File: src/rtl/snitch_icache_l0_refill_arbiter.sv
// snitch_icache_l0_refill_arbiter: shares one L1 refill channel among NR_PORTS L0 caches with
// demand-first round-robin, per-port outstanding limits and ID-based response routing.
module snitch_icache_l0_refill_arbiter #(
   parameter int NR_PORTS        = 4,
   parameter int FETCH_AW        = 32,
   parameter int LINE_WIDTH      = 128,
   parameter int MAX_OUTSTANDING = 2,
   parameter int ID_WIDTH        = $clog2(NR_PORTS) + 1
) (
   input  logic                              clk_i,
   input  logic                              rst_i,
   input  logic [NR_PORTS-1:0][FETCH_AW-1:0] in_req_addr_i,
   input  logic [NR_PORTS-1:0]               in_req_prefetch_i,
   input  logic [NR_PORTS-1:0]               in_req_valid_i,
   output logic [NR_PORTS-1:0]               in_req_ready_o,
   output logic [LINE_WIDTH-1:0]             in_rsp_data_o,
   output logic                              in_rsp_error_o,
   output logic                              in_rsp_prefetch_o,
   output logic [NR_PORTS-1:0]               in_rsp_valid_o,
   input  logic [NR_PORTS-1:0]               in_rsp_ready_i,
   output logic [FETCH_AW-1:0]               out_req_addr_o,
   output logic [ID_WIDTH-1:0]               out_req_id_o,
   output logic                              out_req_valid_o,
   input  logic                              out_req_ready_i,
   input  logic [LINE_WIDTH-1:0]             out_rsp_data_i,
   input  logic                              out_rsp_error_i,
   input  logic [ID_WIDTH-1:0]               out_rsp_id_i,
   input  logic                              out_rsp_valid_i,
   output logic                              out_rsp_ready_o
);
   localparam int PW = ID_WIDTH - 1;
   localparam int CW = $clog2(MAX_OUTSTANDING + 1);
   logic [NR_PORTS-1:0][CW-1:0] r_cnt;
   logic [PW-1:0]               r_rr;
   logic                        r_out_valid;
   logic [FETCH_AW-1:0]         r_out_addr;
   logic [ID_WIDTH-1:0]         r_out_id;
   logic [NR_PORTS-1:0]         w_elig, w_dem, w_cand, w_rsp_hs;
   logic [PW-1:0]               w_sel, w_p;
   logic                        w_found, w_gnt, w_pok;
   always_comb begin
      w_elig = '0;
      for (int i = 0; i < NR_PORTS; i++)
         w_elig[i] = in_req_valid_i[i] && (r_cnt[i] < CW'(MAX_OUTSTANDING));
      w_dem  = w_elig & ~in_req_prefetch_i;
      w_cand = |w_dem ? w_dem : w_elig;
   end
   // Scan offsets from the top down so the smallest offset from r_rr is the one left standing.
   always_comb begin
      w_found = 1'b0;
      w_sel   = '0;
      for (int k = NR_PORTS - 1; k >= 0; k--)
         if (w_cand[(int'(r_rr) + k) % NR_PORTS]) begin
            w_found = 1'b1;
            w_sel   = PW'((int'(r_rr) + k) % NR_PORTS);
         end
   end
   assign w_gnt          = !rst_i && w_found && (!r_out_valid || out_req_ready_i);
   assign in_req_ready_o = w_gnt ? NR_PORTS'(1) << w_sel : '0;
   always_ff @(posedge clk_i) begin
      if (rst_i) begin
         r_out_valid <= 1'b0;
         r_rr        <= '0;
      end else if (w_gnt) begin
         r_out_valid <= 1'b1;
         r_out_addr  <= in_req_addr_i[w_sel];
         r_out_id    <= {w_sel, in_req_prefetch_i[w_sel]};
         r_rr        <= (int'(w_sel) == NR_PORTS - 1) ? '0 : w_sel + 1'b1;
      end else if (out_req_ready_i) begin
         r_out_valid <= 1'b0;
      end
   end
   assign out_req_valid_o = r_out_valid;
   assign out_req_addr_o  = r_out_addr;
   assign out_req_id_o    = r_out_id;
   assign w_p               = out_rsp_id_i[ID_WIDTH-1:1];
   assign w_pok             = int'(w_p) < NR_PORTS;
   assign in_rsp_valid_o    = (!rst_i && out_rsp_valid_i && w_pok) ? NR_PORTS'(1) << w_p : '0;
   assign out_rsp_ready_o   = !rst_i && (!w_pok || in_rsp_ready_i[w_p]);
   assign in_rsp_prefetch_o = out_rsp_id_i[0];
   assign in_rsp_data_o     = out_rsp_data_i;
   assign in_rsp_error_o    = out_rsp_error_i;
   assign w_rsp_hs          = out_rsp_ready_o ? in_rsp_valid_o : '0;
   always_ff @(posedge clk_i) begin
      for (int i = 0; i < NR_PORTS; i++)
         if (rst_i) r_cnt[i] <= '0;
         else if (in_req_ready_o[i] && !w_rsp_hs[i]) r_cnt[i] <= r_cnt[i] + 1'b1;
         else if (!in_req_ready_o[i] && w_rsp_hs[i]) r_cnt[i] <= r_cnt[i] - 1'b1;
   end
   assert property (@(posedge clk_i) $onehot0(in_req_ready_o));
   assert property (@(posedge clk_i) disable iff (rst_i)
      out_req_valid_o && !out_req_ready_i |=> out_req_valid_o && $stable(out_req_addr_o) && $stable(out_req_id_o));
   assert property (@(posedge clk_i) disable iff (rst_i)
      out_rsp_valid_i |-> w_pok && r_cnt[w_p] != '0);
endmodule

File: config.mk
export PLATFORM = sky130hd
export DESIGN_NAME = snitch_icache_l0_refill_arbiter
export DESIGN_NICKNAME = d
export VERILOG_FILES = /design/src/rtl/snitch_icache_l0_refill_arbiter.sv
export SDC_FILE = /design/constraint.sdc
export NUM_CORES = 1
export LEC_CHECK = 0
export ABC_AREA = 1
export CORE_AREA = 2 2 173 175
export CTS_CLUSTER_DIAMETER = 150
export CTS_CLUSTER_SIZE = 8
export DETAILED_ROUTE_END_ITERATION = 8
export DIE_AREA = 0 0 175 177
export SETUP_SLACK_MARGIN = 0.02
export SLEW_MARGIN = 10
export SYNTH_ARGS = -nofsm -noshare
export SYNTH_HDL_FRONTEND = slang
export SYNTH_SLANG_ARGS = --single-unit
export TNS_END_PERCENT = 5
File: constraint.sdc
create_clock -name clk_i -period 7.4 [get_ports clk_i]
set_clock_uncertainty 0.05 [all_clocks]
set_input_delay 1.48 -clock clk_i [delete_from_list [all_inputs] [get_ports clk_i]]
set_output_delay 1.48 -clock clk_i [all_outputs]
set_load 0.02 [all_outputs]
==> reports/results.ini <==
[global_routing]
grtUsageTotal_pct = 13.3
grt_max_degree = 68
grt_pass1_vias = 4170
gr-total-overflow = 0
grt_pass1_wl_um = 29900
antenna_found_initial = 0

[yosys]
synth.distinct_cells = 25
synth.area.top_cells = edfxtp_1 (23%), buf_4 (22%), nand2_1 (16%), nand3_1 (13%), inv_1 (7.4%)
synth_fp_nets = 954
yosysTopAreaCellShare_pct = 23.4
ys_seq_area_share_pct = 28.3
syn_area_per_cell_sq_um = 6.67
synth_warnings = 0
synth_top_area_cell = edfxtp_1
syn_area_sq_um = 4490
synthCells = 674
synth-seq-cells = 46

[final_layout]
fill_cells = 3281
diodes = 0
final_cells = 1109
regArea_sq_um = 1270
final_layout_size_suffix_gt1_share_pct = 4.31
multi_input_area_sq_um = 1710
fin_nets = 998
area_growth_pct = 31.8

[worst_setup_path]
crit_fanout = 29
r2r_slack_ns = 3.89
r2r-end = r_cnt[5]$_SDFFE_PP0P_
ff2ff_path_depth = 15
cp.arrival_ns = 4.72
path_class = in -> out
cp.required_ns = 5.87
reg2reg_from = r_rr[0]$_SDFFE_PP0P_
cp-start-kind = input pin
cp-end-kind = output port

[clocking]
cts_buffers = 5
clkTransAtPathRegs_ns = 0.07
cts_tree = done
clkLatencyLatePin_ns = 0.30
cts.sinks = 46
cts_hold_buf = 0
cts-htree-levels = 2
cts_resized = 0
cts.path.max_buffers = 2
cts-root-buf = clkbuf_16
postCtsSetupBuffers = 0

[sta]
tns_ns = 0
tightest_slew_ns = 0.784
relSlewSlack_pct = 47.7
rsz0062_at_grt = false
fmax_mhz = 160
finalHoldWorstSlack_ns = 0.439
period_share_pct = 84.5
hold_viol = 0
slew_viol_final = 0
finalSetupViolations = 0
finalCriticalPeriod_ns = 6.25

[pwr]
power.leakage_nw = 2.69
power_density_nw_per_um2 = 484
peakVddDrop_v = 0.000215

[floorplanning]
ios = 451
die_h_um = 177
die_w_um = 175
coreArea_sq_um = 29200
start_util_pct = 15.4
rows = 63
dieArea_sq_um = 31000

[placement]
dp_cells = 1101
dp.final_hpwl_um = 18200
portBuffers = 190
gp_congestion = 0.876

[hold_path]
hold_end = r_cnt[5]$_SDFFE_PP0P_
min_path_cells = 2
min_from = r_cnt[5]$_SDFFE_PP0P_
hold_path.class = reg -> reg

[routing]
vias = 4298
ant_nets = 0
via_per_inst = 3.88
dr.pass1.iters = 5
drc = 0
drtIter0Drc = 248
wl_per_cell_um = 19.5
wirelength_um = 21700

[outcome]
status = complete, no violations

[job]
maxCapViolations = 0

## Yosys cell counts
cell type	instances
a21oi_1	12
a21oi_2	1
a41oi_1	1
buf_1	1
buf_2	18
buf_4	133
buf_6	6
clkbuf_1	1
dfxtp_1	11
edfxtp_1	35
ha_1	4
inv_1	88
inv_2	7
nand2_1	197
nand2_2	3
nand2_4	2
nand3_1	120
nand3_2	1
nand3_4	1
nand3b_1	1
nor2_1	11
nor2_2	1
nor3_1	4
o21ai_0	11
xor2_1	4
## final cells by class
type / count / share of cell area [%]
multi-input combinational: 374 / 28.9
tap: 390 / 8.24
timing repair buffer: 196 / 32.9
clock inverter: 1 / 0.0845
sequential: 46 / 21.5
clock buffer: 7 / 2.47
inverter: 95 / 6.02
## routing by layer
metal / up-vias / GRT usage, % / routed length [um]
met5: - / 0 / 0
met2: 348 / 24.0 / 10900
met1: 1860 / 11.7 / 6540
met4: 0 / 3.96 / 522
li1: 2055 / - / -
met3: 35 / 9.79 / 3740
## layout by cell type (no fill, tap or decap), drive strengths merged, types with 4 or more instances in the layout
master and count:
nand3 122, ha 4, nor2 12, a21oi 13, edfxtp 35, nand2 202, dfxtp 11, o21ai 11
xor2 4, nor3 4, inv 95, clkdlybuf4s50 190, buf 6, clkbuf 7
## through the flow
stage | power, mW | worst slack [ns] | utilization, % | cell area, sq um
after floorplan | 2.11 | 1.27 | - | 4490
after global placement | 2.65 | 1.16 | 19.7 | 5770
after detailed placement | 2.69 | 1.09 | 19.7 | 5770
after CTS | 2.94 | 1.09 | 20.3 | 5920
after global routing | 3.17 | 0.792 | 20.3 | 5920
final | 2.87 | 1.15 | 20.3 | 5920
## critical path, stage by stage
cell and delay (ns):
clkdlybuf4s50_1 0.48, inv_1 0.07, nand3_1 0.12, nand2_1 0.07
nor2_2 0.17, nand2_1 0.09, nand3_1 0.10, nand3_1 0.12
nand2_1 0.10, inv_2 0.04, nand2_2 0.08, nand3_4 0.34
nand2_4 0.47, nand2_1 0.09, nor2_1 0.21, clkdlybuf4s50_1 0.67
## worst max-delay path by stage
| stage | from | endpoint | depth (start not counted) |
|---|---|---|---|
| 3_3_place_gp | in_req_prefetch_i[0] | in_req_ready_o[3] | 16 |
| 4_1_cts | in_req_prefetch_i[1] | in_req_ready_o[3] | 16 |
| 2_1_floorplan | in_req_prefetch_i[1] | in_req_ready_o[1] | 14 |
| 3_5_place_dp | in_req_prefetch_i[1] | in_req_ready_o[3] | 16 |
| 5_1_grt | in_req_prefetch_i[0] | in_req_ready_o[3] | 16 |
| 6_report | in_req_prefetch_i[1] | in_req_ready_o[3] | 16 |
## state kept, by name, summed over array words and instances (netlist names)
name,cells
r_rr,2
r_cnt,8
out_req_id_o,3
out_req_valid_o,1
out_req_addr_o,32
## cells by family after synthesis
kind of cell               Yosys count  synth area share, %
DFF                                 46                 28.3
xor gates and xnor gates             4                0.780
adders and majority gates            4                 1.11
and+or+nand+nor                    341                 33.0
AOI/OAI and AO/OA                   25                 2.95
buffers and inverters              254                 33.8
## where the power goes
| group | total (mW) | switching, mW | internal [mW] | leakage (nW) |
|---|---|---|---|---|
| logic | 2.05 | 1.33 | 0.717 | 2.19 |
| clock network | 0.241 | 0.103 | 0.138 | 0.0773 |
| registers | 0.578 | 0.0540 | 0.524 | 0.427 |
No activity file was read; power rests on OpenSTA's default activity.
